--- src/rtl/online_div_ctrl_v3_if.sv ---
`default_nettype none
// ============================================================================
// Module      : online_div_ctrl_v3_if
// Description : Control/stream bundle of the online divider sequencer.
//               Macro OLDIV_CTRL_ABORT_EN adds the abort/aborted pair.
// Revision    : 1.0 - initial release
// ============================================================================
interface online_div_ctrl_v3_if #(
    parameter int ADDR_WIDTH = 7,
    parameter int CNT_WIDTH  = 11,
    parameter int DIGIT_W    = 2
);
    logic                  start;
    logic [ADDR_WIDTH-1:0] num_iter;
    logic                  in_valid;
    logic [DIGIT_W-1:0]    x_in;
    logic [DIGIT_W-1:0]    y_in;
    logic                  in_ready;
    logic [DIGIT_W-1:0]    x_value;
    logic [DIGIT_W-1:0]    y_value;
    logic                  enable;
    logic                  add_enable;
    logic                  res_enable;
    logic [CNT_WIDTH-1:0]  counter;
    logic [CNT_WIDTH-1:0]  shift_cnt;
    logic [ADDR_WIDTH-1:0] rest_cycle;
    logic [ADDR_WIDTH-1:0] rd_addr;
    logic                  finish_vec;
    logic                  busy;
    logic                  done;
`ifdef OLDIV_CTRL_ABORT_EN
    logic                  abort;
    logic                  aborted;

    modport master (
        output start, num_iter, in_valid, x_in, y_in, abort,
        input  in_ready, x_value, y_value, enable, add_enable, res_enable,
               counter, shift_cnt, rest_cycle, rd_addr, finish_vec, busy, done,
               aborted
    );

    modport slave (
        input  start, num_iter, in_valid, x_in, y_in, abort,
        output in_ready, x_value, y_value, enable, add_enable, res_enable,
               counter, shift_cnt, rest_cycle, rd_addr, finish_vec, busy, done,
               aborted
    );
`else
    modport master (
        output start, num_iter, in_valid, x_in, y_in,
        input  in_ready, x_value, y_value, enable, add_enable, res_enable,
               counter, shift_cnt, rest_cycle, rd_addr, finish_vec, busy, done
    );

    modport slave (
        input  start, num_iter, in_valid, x_in, y_in,
        output in_ready, x_value, y_value, enable, add_enable, res_enable,
               counter, shift_cnt, rest_cycle, rd_addr, finish_vec, busy, done
    );
`endif
endinterface
`default_nettype wire

--- src/rtl/online_div_ctrl_v3.sv ---
`default_nettype none
// ============================================================================
// Module      : online_div_ctrl_v3
// Description : Online divider sequencer: LOAD priming, then one COMP plus k
//               REST replay cycles per iteration k. Optional OLDIV_CTRL_ABORT_EN.
// Revision    : 1.0 - initial release
// ============================================================================
module online_div_ctrl_v3 #(
    parameter int UNROLL       = 64,
    parameter int ONLINE_DELAY = 2,
    parameter int ADDR_WIDTH   = 7,
    parameter int CNT_WIDTH    = 11,
    parameter int DIGIT_W      = 2
) (
    input  logic                 clk,
    input  logic                 asyn_reset_n,
    online_div_ctrl_v3_if.slave  bus
);

    typedef enum logic [2:0] {
        S_IDLE = 3'd0,
        S_LOAD = 3'd1,
        S_COMP = 3'd2,
        S_REST = 3'd3,
        S_DONE = 3'd4
    } state_t;

    localparam logic [CNT_WIDTH-1:0]  c_load_len  = CNT_WIDTH'(UNROLL + ONLINE_DELAY);
    localparam logic [CNT_WIDTH-1:0]  c_load_last = CNT_WIDTH'(UNROLL + ONLINE_DELAY - 1);
    localparam logic [CNT_WIDTH-1:0]  c_comp_last = CNT_WIDTH'(UNROLL - 1);
    localparam logic [CNT_WIDTH-1:0]  c_cnt_one   = CNT_WIDTH'(1);
    localparam logic [ADDR_WIDTH-1:0] c_addr_one  = ADDR_WIDTH'(1);
    localparam logic [ADDR_WIDTH-1:0] c_accum_max = {ADDR_WIDTH{1'b1}};

    state_t                r_state;
    state_t                w_state_nxt;
    logic [CNT_WIDTH-1:0]  r_counter,    w_counter_nxt;
    logic [ADDR_WIDTH-1:0] r_accum,      w_accum_nxt;
    logic [ADDR_WIDTH-1:0] r_rest_cycle, w_rest_cycle_nxt;
    logic [ADDR_WIDTH-1:0] r_iter_cnt,   w_iter_cnt_nxt;
    logic [ADDR_WIDTH-1:0] r_num_iter_q, w_num_iter_q_nxt;
    logic [DIGIT_W-1:0]    r_x_value,    w_x_value_nxt;
    logic [DIGIT_W-1:0]    r_y_value,    w_y_value_nxt;
    logic                  r_finish_vec, w_finish_vec_nxt;
    logic                  r_done,       w_done_nxt;
    logic                  r_aborted,    w_aborted_nxt;

    logic                  w_in_ready;
    logic                  w_enable;
    logic                  w_add_enable;
    logic                  w_res_enable;
    logic [CNT_WIDTH-1:0]  w_shift_cnt;
    logic [ADDR_WIDTH-1:0] w_rd_addr;
    logic                  w_accept;
    logic                  w_abort;

    assign w_accept = w_in_ready && bus.in_valid;

`ifdef OLDIV_CTRL_ABORT_EN
    assign w_abort = bus.abort &&
                     ((r_state == S_LOAD) || (r_state == S_COMP) || (r_state == S_REST));
`else
    assign w_abort = 1'b0;
`endif

    always_comb begin
        w_state_nxt      = r_state;
        w_counter_nxt    = r_counter;
        w_accum_nxt      = r_accum;
        w_rest_cycle_nxt = r_rest_cycle;
        w_iter_cnt_nxt   = r_iter_cnt;
        w_num_iter_q_nxt = r_num_iter_q;
        w_x_value_nxt    = r_x_value;
        w_y_value_nxt    = r_y_value;
        w_finish_vec_nxt = 1'b0;
        w_done_nxt       = 1'b0;
        w_aborted_nxt    = 1'b0;
        w_in_ready       = 1'b0;
        w_enable         = 1'b0;
        w_add_enable     = 1'b0;
        w_res_enable     = 1'b0;
        w_shift_cnt      = '0;
        w_rd_addr        = '0;

        case (r_state)
            S_IDLE: begin
                if (bus.start) begin
                    w_num_iter_q_nxt = bus.num_iter;
                    w_counter_nxt    = '0;
                    w_iter_cnt_nxt   = '0;
                    w_state_nxt      = S_LOAD;
                end
            end
            S_LOAD: begin
                w_in_ready   = 1'b1;
                w_enable     = 1'b1;
                w_res_enable = 1'b1;
                w_shift_cnt  = c_load_len - r_counter;
                w_rd_addr    = r_finish_vec ? c_addr_one : '0;
                if (w_in_ready && bus.in_valid) begin
                    if (r_counter == c_load_last) begin
                        w_finish_vec_nxt = 1'b1;
                        w_counter_nxt    = '0;
                        w_accum_nxt      = c_addr_one;
                        w_state_nxt      = (r_num_iter_q == '0) ? S_DONE : S_COMP;
                    end else begin
                        w_counter_nxt = r_counter + c_cnt_one;
                    end
                end
            end
            S_COMP: begin
                w_in_ready   = 1'b1;
                w_enable     = 1'b1;
                w_add_enable = 1'b1;
                w_res_enable = 1'b1;
                w_shift_cnt  = c_comp_last - r_counter;
                if (w_in_ready && bus.in_valid) begin
                    w_iter_cnt_nxt   = r_iter_cnt + c_addr_one;
                    w_rest_cycle_nxt = r_accum;
                    w_state_nxt      = S_REST;
                    if (r_counter == c_comp_last) begin
                        w_counter_nxt    = '0;
                        w_finish_vec_nxt = 1'b1;
                    end else begin
                        w_counter_nxt = r_counter + c_cnt_one;
                    end
                end
            end
            S_REST: begin
                // Replays stored residuals newest-first; the adder fires on the oldest.
                w_res_enable     = 1'b1;
                w_shift_cnt      = c_comp_last - r_counter;
                w_rd_addr        = r_rest_cycle - c_addr_one;
                w_add_enable     = (r_rest_cycle == c_addr_one);
                w_rest_cycle_nxt = r_rest_cycle - c_addr_one;
                if (r_rest_cycle == c_addr_one) begin
                    if (r_iter_cnt == r_num_iter_q) begin
                        w_state_nxt = S_DONE;
                    end else begin
                        w_accum_nxt = (r_accum == c_accum_max) ? r_accum : r_accum + c_addr_one;
                        w_state_nxt = S_COMP;
                    end
                end
            end
            S_DONE: begin
                w_state_nxt = S_IDLE;
            end
            default: begin
                w_state_nxt = S_IDLE;
            end
        endcase

        if (w_accept && !w_abort) begin
            w_x_value_nxt = bus.x_in;
            w_y_value_nxt = bus.y_in;
        end

        if (w_abort) begin
            w_state_nxt      = S_IDLE;
            w_counter_nxt    = '0;
            w_accum_nxt      = '0;
            w_rest_cycle_nxt = '0;
            w_iter_cnt_nxt   = '0;
            w_finish_vec_nxt = 1'b0;
            w_aborted_nxt    = 1'b1;
        end

        w_done_nxt = (w_state_nxt == S_DONE);
    end

    always_ff @(posedge clk or negedge asyn_reset_n) begin
        if (!asyn_reset_n) begin
            r_state <= S_IDLE;
        end else begin
            r_state <= w_state_nxt;
        end
    end

    always_ff @(posedge clk or negedge asyn_reset_n) begin
        if (!asyn_reset_n) begin
            r_counter    <= '0;
            r_accum      <= '0;
            r_rest_cycle <= '0;
            r_iter_cnt   <= '0;
            r_num_iter_q <= '0;
            r_x_value    <= '0;
            r_y_value    <= '0;
            r_finish_vec <= 1'b0;
            r_done       <= 1'b0;
            r_aborted    <= 1'b0;
        end else begin
            r_counter    <= w_counter_nxt;
            r_accum      <= w_accum_nxt;
            r_rest_cycle <= w_rest_cycle_nxt;
            r_iter_cnt   <= w_iter_cnt_nxt;
            r_num_iter_q <= w_num_iter_q_nxt;
            r_x_value    <= w_x_value_nxt;
            r_y_value    <= w_y_value_nxt;
            r_finish_vec <= w_finish_vec_nxt;
            r_done       <= w_done_nxt;
            r_aborted    <= w_aborted_nxt;
        end
    end

    assign bus.in_ready   = w_in_ready;
    assign bus.enable     = w_enable;
    assign bus.add_enable = w_add_enable;
    assign bus.res_enable = w_res_enable;
    assign bus.shift_cnt  = w_shift_cnt;
    assign bus.rd_addr    = w_rd_addr;
    assign bus.counter    = r_counter;
    assign bus.rest_cycle = r_rest_cycle;
    assign bus.x_value    = r_x_value;
    assign bus.y_value    = r_y_value;
    assign bus.finish_vec = r_finish_vec;
    assign bus.done       = r_done;
    assign bus.busy       = (r_state != S_IDLE);

`ifdef OLDIV_CTRL_ABORT_EN
    assign bus.aborted = r_aborted;
`else
    logic w_unused_aborted;
    assign w_unused_aborted = r_aborted;
`endif

endmodule
`default_nettype wire

--- src/flat_wrapper.sv ---
// flat-port wrapper written by rule: the top's interface ports become plain ports
module online_div_ctrl_v3_flat 
#(
    parameter int UNROLL       = 64,
    parameter int ONLINE_DELAY = 2,
    parameter int ADDR_WIDTH   = 7,
    parameter int CNT_WIDTH    = 11,
    parameter int DIGIT_W      = 2
)
  (clk, asyn_reset_n, bus_start, bus_num_iter, bus_in_valid, bus_x_in, bus_y_in, bus_in_ready, bus_x_value, bus_y_value, bus_enable, bus_add_enable, bus_res_enable, bus_counter, bus_shift_cnt, bus_rest_cycle, bus_rd_addr, bus_finish_vec, bus_busy, bus_done);
  online_div_ctrl_v3_if #(.ADDR_WIDTH(ADDR_WIDTH), .CNT_WIDTH(CNT_WIDTH), .DIGIT_W(DIGIT_W)) bus_i ();
  input  logic clk;
  input  logic asyn_reset_n;
  input wire logic [$bits(bus_i.start)-1:0] bus_start;
  input wire logic [$bits(bus_i.num_iter)-1:0] bus_num_iter;
  input wire logic [$bits(bus_i.in_valid)-1:0] bus_in_valid;
  input wire logic [$bits(bus_i.x_in)-1:0] bus_x_in;
  input wire logic [$bits(bus_i.y_in)-1:0] bus_y_in;
  output wire logic [$bits(bus_i.in_ready)-1:0] bus_in_ready;
  output wire logic [$bits(bus_i.x_value)-1:0] bus_x_value;
  output wire logic [$bits(bus_i.y_value)-1:0] bus_y_value;
  output wire logic [$bits(bus_i.enable)-1:0] bus_enable;
  output wire logic [$bits(bus_i.add_enable)-1:0] bus_add_enable;
  output wire logic [$bits(bus_i.res_enable)-1:0] bus_res_enable;
  output wire logic [$bits(bus_i.counter)-1:0] bus_counter;
  output wire logic [$bits(bus_i.shift_cnt)-1:0] bus_shift_cnt;
  output wire logic [$bits(bus_i.rest_cycle)-1:0] bus_rest_cycle;
  output wire logic [$bits(bus_i.rd_addr)-1:0] bus_rd_addr;
  output wire logic [$bits(bus_i.finish_vec)-1:0] bus_finish_vec;
  output wire logic [$bits(bus_i.busy)-1:0] bus_busy;
  output wire logic [$bits(bus_i.done)-1:0] bus_done;
  assign bus_i.start = bus_start;
  assign bus_i.num_iter = bus_num_iter;
  assign bus_i.in_valid = bus_in_valid;
  assign bus_i.x_in = bus_x_in;
  assign bus_i.y_in = bus_y_in;
  assign bus_in_ready = bus_i.in_ready;
  assign bus_x_value = bus_i.x_value;
  assign bus_y_value = bus_i.y_value;
  assign bus_enable = bus_i.enable;
  assign bus_add_enable = bus_i.add_enable;
  assign bus_res_enable = bus_i.res_enable;
  assign bus_counter = bus_i.counter;
  assign bus_shift_cnt = bus_i.shift_cnt;
  assign bus_rest_cycle = bus_i.rest_cycle;
  assign bus_rd_addr = bus_i.rd_addr;
  assign bus_finish_vec = bus_i.finish_vec;
  assign bus_busy = bus_i.busy;
  assign bus_done = bus_i.done;
  online_div_ctrl_v3 #(.UNROLL(UNROLL), .ONLINE_DELAY(ONLINE_DELAY), .ADDR_WIDTH(ADDR_WIDTH), .CNT_WIDTH(CNT_WIDTH), .DIGIT_W(DIGIT_W)) u_core (.clk(clk), .asyn_reset_n(asyn_reset_n), .bus(bus_i));
endmodule
--- config.mk ---
export PLATFORM = sky130hd
export DESIGN_NAME = online_div_ctrl_v3_flat
export DESIGN_NICKNAME = d
export VERILOG_FILES = /design/src/rtl/online_div_ctrl_v3_if.sv /design/src/rtl/online_div_ctrl_v3.sv /design/src/flat_wrapper.sv
export SDC_FILE = /design/constraint.sdc
export NUM_CORES = 1
export LEC_CHECK = 0
export CAP_MARGIN = 20
export CELL_PAD_IN_SITES_DETAIL_PLACEMENT = 2
export CELL_PAD_IN_SITES_GLOBAL_PLACEMENT = 2
export CORE_MARGIN = 2
export CORE_UTILIZATION = 33
export DETAILED_ROUTE_END_ITERATION = 16
export GPL_TIMING_DRIVEN = 1
export HOLD_SLACK_MARGIN = 0.02
export PLACE_DENSITY_LB_ADDON = 0.1
export REMOVE_ABC_BUFFERS = 1
export SLEW_MARGIN = 5
export SYNTH_ARGS = -nofsm -noshare
export SYNTH_HDL_FRONTEND = slang
export SYNTH_SLANG_ARGS = --single-unit
--- constraint.sdc ---
create_clock -name clk -period 5.8 [get_ports clk]
set_input_delay 1.16 -clock clk [delete_from_list [all_inputs] [get_ports clk]]
set_output_delay 1.16 -clock clk [all_outputs]
set_load 0.02 [all_outputs]
==> impl_metrics.py, run 1 <==
metrics = {
    "run_status": {
        "status": "completed",
    },
    "yosys": {
        "syn_area_per_cell_um2": 8.84,
        "synth_edf_count": 0,
        "synth_largest_area_cell": "dfrtp_1",
        "syn_inst": 348,
        "yosys.cell_count.top_type": "dfrtp_1",
        "ys_warn_count": 0,
        "netlist-cell-type-count": 60,
        "synth_common_cells": "dfrtp_1, nand2_1, nor2_1, o21ai_0, a21oi_1",
        "syn_area_um2": 3080,
        "async_reset_ff_share_pct": 100,
        "synth_top_area_share_pct": 39.0,
        "ys_ff_latch": 48,
        "synthTopCellsByArea": "dfrtp_1, nand2_1, nor2_1",
        "ys.flop_type": "dfrtp_1",
        "seq_area_frac_synth_pct": 39.0,
    },
    "global_route": {
        "grt-ovfl-total": 0,
        "grt_pass1_vias": 3046,
        "grt_usage_pct": 19.9,
        "grt_max_degree": 49,
        "grt_pass1_wl_um": 15900,
        "antenna_found_initial": 0,
    },
    "sta": {
        "setup_viol": 0,
        "fin_crit_sh_pct": 69.1,
        "max_slew_margin_pct": 40.8,
        "clock_skew_ns": 0.0112,
        "hold_viol_final": 0,
        "max_freq_ghz": 0.249,
        "finalMaxSlewViolations": 0,
        "fin_crit_ns": 4.01,
        "grt_setup_unrepaired": "false",
        "worstMarginPinSlew_ns": 0.885,
        "final.setup.tns_ns": 0,
    },
    "setup_path": {
        "startpoint_type": "flip-flop",
        "critPathKind": "flip-flop to output port",
        "worst-path-buf-inv": 2,
        "worstSetupEndpointType": "output port",
        "max_stage_delay_ns": 0.63,
        "ff2ff_setup_slack_ns": 3.36,
        "cp.required_ns": 4.64,
        "crit_slowest_cell": "clkdlybuf4s50_1",
        "crit_fanout": 4,
        "path_delay_family": "simple AND/OR/NAND/NOR gates",
        "worstPathArrival_ns": 2.85,
        "worstPathCellList": "inv_1, ha_1, or3b_2, or3_1, xor2_1, nor2_1, clkdlybuf4s50_1",
    },
    "placement": {
        "portBuffers": 61,
        "dp_hpwl_um": 7150,
        "place_congestion": 0.800,
        "dp_cells": 506,
    },
    "power_and_ir_drop": {
        "p_per_area_nw_per_um2": 472,
        "p_leak_nw": 1.58,
        "vdd_drop_max_uv": 192,
        "p_total_mw": 1.83,
    },
    "detailed_routing": {
        "met2WireLength_um": 4620,
        "num_vias": 2880,
        "drt-met1-wl_um": 4790,
        "wirelength_um": 9780,
        "ant_nets": 0,
        "dr.max_layer_used": "met4",
        "drtIter0Drc": 68,
        "wire_per_inst_um": 19.0,
        "drc_errors": 0,
        "first_pass_iters": 4,
        "viasPerCell": 5.60,
        "dr_wl_met3_um": 302,
    },
    "final_layout": {
        "final_nets": 427,
        "final_cell_count_no_fill": 514,
        "drive_above_1_share_pct": 8.44,
        "diodes": 0,
        "area_delta_synth_final_pct": 26.2,
        "post-route-util_pct": 42.4,
    },
    "die": {
        "dieWidth_um": 101,
        "ios": 62,
        "die_y_um": 101,
        "dieArea_um2": 10100,
        "initial_utilization_pct": 33.6,
        "core-area_um2": 9150,
        "rows": 35,
    },
    "clock_network": {
        "cts_num_sinks": 48,
        "post_cts_resized": 0,
        "cts_buffers": 5,
        "clk_pin_slew_worst_paths_ns": 0.11,
        "cts_tree": "yes",
        "cts_setup_buffers": 0,
        "cts-hold-fix-buffers": 0,
        "h-tree-depth": 2,
        "clk_path_buf_depth": 2,
        "clk_latency_ns": 0.31,
        "cts-root-buf": "clkbuf_8",
    },
    "job": {
        "cap_violations": 0,
    },
    "min_path": {
        "hold_path_class": "flip-flop to flip-flop",
    },
}
## per-layer routing
metal | vias up | track usage, %
met3 | 8 | 3.26
met1 | 1457 | 27.3
met2 | 56 | 33.1
met4 | 0 | 4.32
met5 | - | 0
li1 | 1359 | -
## worst paths after layout
kind,startpoint,to,depth (start not counted)
max,u_core.bus.rest_cycle[0]$_DFFE_PN0P_,bus_rd_addr[6],7
min,u_core.bus.x_value[0]$_DFFE_PN0P_,u_core.bus.x_value[0]$_DFFE_PN0P_,1
max reg2reg,u_core.r_state[1]$_DFF_PN0_,u_core.r_accum[5]$_DFFE_PN0P_,5
min reg2reg,u_core.bus.x_value[0]$_DFFE_PN0P_,u_core.bus.x_value[0]$_DFFE_PN0P_,1
max in group asynchronous,asyn_reset_n,u_core.bus.counter[3]$_DFFE_PN0P_,2
min in group asynchronous,asyn_reset_n,u_core.bus.rest_cycle[5]$_DFFE_PN0P_,2
## area by class of cell
| class | instances | area (um2) |
|---|---|---|
| multi-input cells | 269 | 1740 |
| repair buffers | 65 | 636 |
| inverters | 13 | 48.8 |
| clock inverters | 3 | 47.5 |
| flip-flops and latches | 48 | 1200 |
| fillers | 1021 | 5270 |
| clock buffers | 5 | 68.8 |
| well taps | 111 | 139 |
## state kept, by name (all words and copies together) (netlist names)
| name | flops |
|---|---|
| u_core.r_num_iter_q | 7 |
| u_core.bus.x_value | 2 |
| u_core.bus.rest_cycle | 7 |
| u_core.r_state | 3 |
| u_core.bus.counter | 11 |
| u_core.r_accum | 7 |
| u_core.bus.y_value | 2 |
| u_core.r_iter_cnt | 7 |
| u_core.bus.finish_vec | 1 |
| u_core.bus.done | 1 |
## cell usage in the layout, fill, tap and decap left out, drive strengths merged, types with 5 or more instances in the layout
cell	synthesis	final
clkdlybuf4s50	0	60
dfrtp	48	48
nand2	41	41
nor2	38	38
o21ai	26	26
a21oi	19	19
inv	13	13
mux2	11	11
nand3	10	10
xor2	10	10
ha	10	10
xnor2	9	9
nand4	9	9
nor3	8	8
o22ai	6	6
o31ai	6	6
clkbuf	6	5
buf	12	5
## report_power, final
group	total, mW	internal [mW]	switching (mW)
Clock	0.264	0.130	0.133
Sequential	0.599	0.436	0.163
Combinational	0.971	0.444	0.528
## stage by stage
| stage | hold slack [ns] | setup slack (ns) | cell area, um2 |
|---|---|---|---|
| finish | 0.516 | 1.79 | 3880 |
| floorplan | 0.471 | 2.55 | 2990 |
| global route | 0.542 | 1.64 | 3880 |
| global placement | 0.489 | 2.18 | 3770 |
| detailed placement | 0.499 | 2.14 | 3770 |
| CTS | 0.522 | 1.78 | 3880 |
## kinds of logic (layout without fill, tap and decap cells)
group / after synthesis / in the layout / share of synthesized area [%]
buffers and inverters: 31 / 86 / 4.35
muxes: 15 / 15 / 5.33
xor gates and xnor gates: 19 / 19 / 5.41
AOI/OAI and AO/OA: 88 / 88 / 19.1
adders and majority gates: 10 / 10 / 4.07
and+or+nand+nor: 137 / 137 / 22.7
DFF: 48 / 48 / 39.0
Note: power is estimated with default switching activity, not from simulation.
==> run 2, diff against run 1 <==
Settings changed: CORE_UTILIZATION 33 to 31.
Clock period 5.8 ns to 4 ns, I/O delays scaled along.
==> impl_metrics.py, run 2 (synthesis results as in run 1) <==
metrics = {
    "run_status": {
        "status": "completed",
    },
    "global_route": {
        "grt-ovfl-total": 0,
        "grt_pass1_wl_um": 17100,
        "grt_usage_pct": 19.5,
        "antenna_found_initial": 0,
        "grt_max_degree": 29,
        "grt_pass1_vias": 3184,
    },
    "final_layout": {
        "final_cell_mix": "clkdlybuf4s50_1, dfrtp_1, nand2_1, nor2_1, o21ai_0",
        "largest_reg_flops": 11,
        "final_area_um2": 3910,
        "final_nets": 432,
        "drive_above_1_share_pct": 9.34,
        "area_delta_synth_final_pct": 27.2,
        "final_cell_count_no_fill": 540,
        "layout_commonest_cell": "clkdlybuf4s50_1",
        "diodes": 0,
    },
    "sta": {
        "hold_viol_final": 0,
        "max_freq_ghz": 0.273,
        "max_slew_margin_pct": 47.2,
        "fin_crit_sh_pct": 91.6,
        "fin_crit_ns": 3.67,
        "final.setup.tns_ns": 0,
        "finalMaxSlewViolations": 0,
        "grt_setup_unrepaired": "false",
        "worstMarginPinSlew_ns": 0.786,
        "setup_viol": 0,
        "clock_skew_ns": 0.0143,
        "hold_ws_ns": 0.471,
    },
    "placement": {
        "portBuffers": 61,
        "dp_cells": 533,
        "placed_cell_area_um2": 3830,
        "dp_hpwl_um": 7560,
        "place_congestion": 0.820,
    },
    "detailed_routing": {
        "viasPerCell": 5.44,
        "drtIter0Drc": 88,
        "wire_per_inst_um": 18.7,
        "num_vias": 2936,
        "first_pass_iters": 4,
        "wirelength_um": 10100,
        "drc_errors": 0,
        "ant_nets": 0,
    },
    "clock_network": {
        "cts_buffers": 5,
        "cts_tree": "yes",
        "cts-hold-fix-buffers": 0,
        "cts-root-buf": "clkbuf_8",
        "clk_latency_ns": 0.31,
        "cts_num_sinks": 48,
        "post_cts_resized": 0,
        "clk_path_buf_depth": 2,
        "clk_pin_slew_worst_paths_ns": 0.10,
        "h-tree-depth": 2,
        "cts_setup_buffers": 0,
    },
    "setup_path": {
        "rr_startpoint": "u_core.r_state[2]$_DFF_PN0_",
        "ff2ff_path_depth": 6,
        "startpoint_type": "flip-flop",
        "ff2ff_setup_slack_ns": 1.75,
        "cp.required_ns": 3.20,
        "worstReg2RegEnd": "u_core.bus.rest_cycle[2]$_DFFE_PN0P_",
        "worstPathArrival_ns": 2.87,
        "timing.critical_path.to": "bus_rd_addr[6]",
        "worstSetupEndpointType": "output port",
        "crit_fanout": 4,
        "critPathKind": "flip-flop to output port",
        "crit_start": "u_core.bus.rest_cycle[0]$_DFFE_PN0P_",
    },
    "die": {
        "core-area_um2": 9680,
        "ios": 62,
        "rows": 36,
        "initial_utilization_pct": 31.8,
        "die_y_um": 104,
        "dieWidth_um": 104,
        "dieArea_um2": 10700,
    },
    "power_and_ir_drop": {
        "p_leak_nw": 1.58,
        "vdd_drop_max_uv": 387,
        "p_per_area_nw_per_um2": 664,
        "p_total_mw": 2.60,
    },
    "job": {
        "cap_violations": 0,
    },
    "min_path": {
        "hold_path_class": "input pin to async pin",
    },
}
-- run 2: cell types whose count changed in the layout (fill, tap and decap cells not counted) --
cell,before,now
buf_4,4,9
clkinv_2,0,1
clkinv_4,2,0
clkinvlp_4,0,1
bufinv_16,1,0
-- run 2: how the worst min path moves through the flow --
stage                                       from                                   end  cells after the start
3_3_place_gp   u_core.bus.y_value[0]$_DFFE_PN0P_     u_core.bus.y_value[0]$_DFFE_PN0P_                      1
5_1_grt                             asyn_reset_n  u_core.bus.rest_cycle[6]$_DFFE_PN0P_                      1
6_report                            asyn_reset_n  u_core.bus.rest_cycle[6]$_DFFE_PN0P_                      1
2_1_floorplan      u_core.r_accum[6]$_DFFE_PN0P_         u_core.r_accum[6]$_DFFE_PN0P_                      2
4_1_cts                             asyn_reset_n  u_core.bus.rest_cycle[6]$_DFFE_PN0P_                      1
3_5_place_dp   u_core.bus.x_value[1]$_DFFE_PN0P_     u_core.bus.x_value[1]$_DFFE_PN0P_                      1
-- run 2: worst max-delay path, stage by stage, from the launching register on --
cell and delay (ns):
dfrtp_1 0.43, inv_1 0.14, ha_1 0.24, or3b_2 0.51, or3_1 0.38, xor2_1 0.16, nor2_1 0.09, clkdlybuf4s50_1 0.61
-- run 2: per-layer routing --
layer | global-route usage, % | vias to the layer above | share of wire [%]
li1 | - | 1361 | -
met1 | 26.8 | 1503 | 48
met2 | 31.7 | 61 | 46
met3 | 3.65 | 11 | 4.4
met4 | 4.73 | 0 | 1.5
met5 | 0 | - | 0
-- run 2: final cells by class --
| cell class | instances | area (um2) |
|---|---|---|
| fill | 1099 | 5770 |
| multi-input combinational | 269 | 1740 |
| sequential | 48 | 1200 |
| clock inverter | 2 | 12.5 |
| tap | 133 | 166 |
| timing repair buffer | 70 | 673 |
| clock buffer | 5 | 68.8 |
| inverter | 13 | 48.8 |
-- run 2: through the flow --
stage	setup WS, ns	utilization (%)
floorplan	1.11	-
global placement	0.753	39.6
detailed placement	0.657	39.6
CTS	0.301	40.4
global route	0.188	40.4
finish	0.334	40.4
-- run 2: where the power goes --
part	total [mW]	switching, mW	leakage, nW	internal, mW
logic	1.45	0.789	0.951	0.663
registers	0.849	0.216	0.593	0.633
clock network	0.298	0.179	0.0400	0.119
==> run 3, diff against run 2 <==
Settings changed: ABC_CLOCK_PERIOD_IN_PS set to 4000.
==> results of run 3 <==
Same layout as run 2: the final DEF is identical, and so are final timing and power.
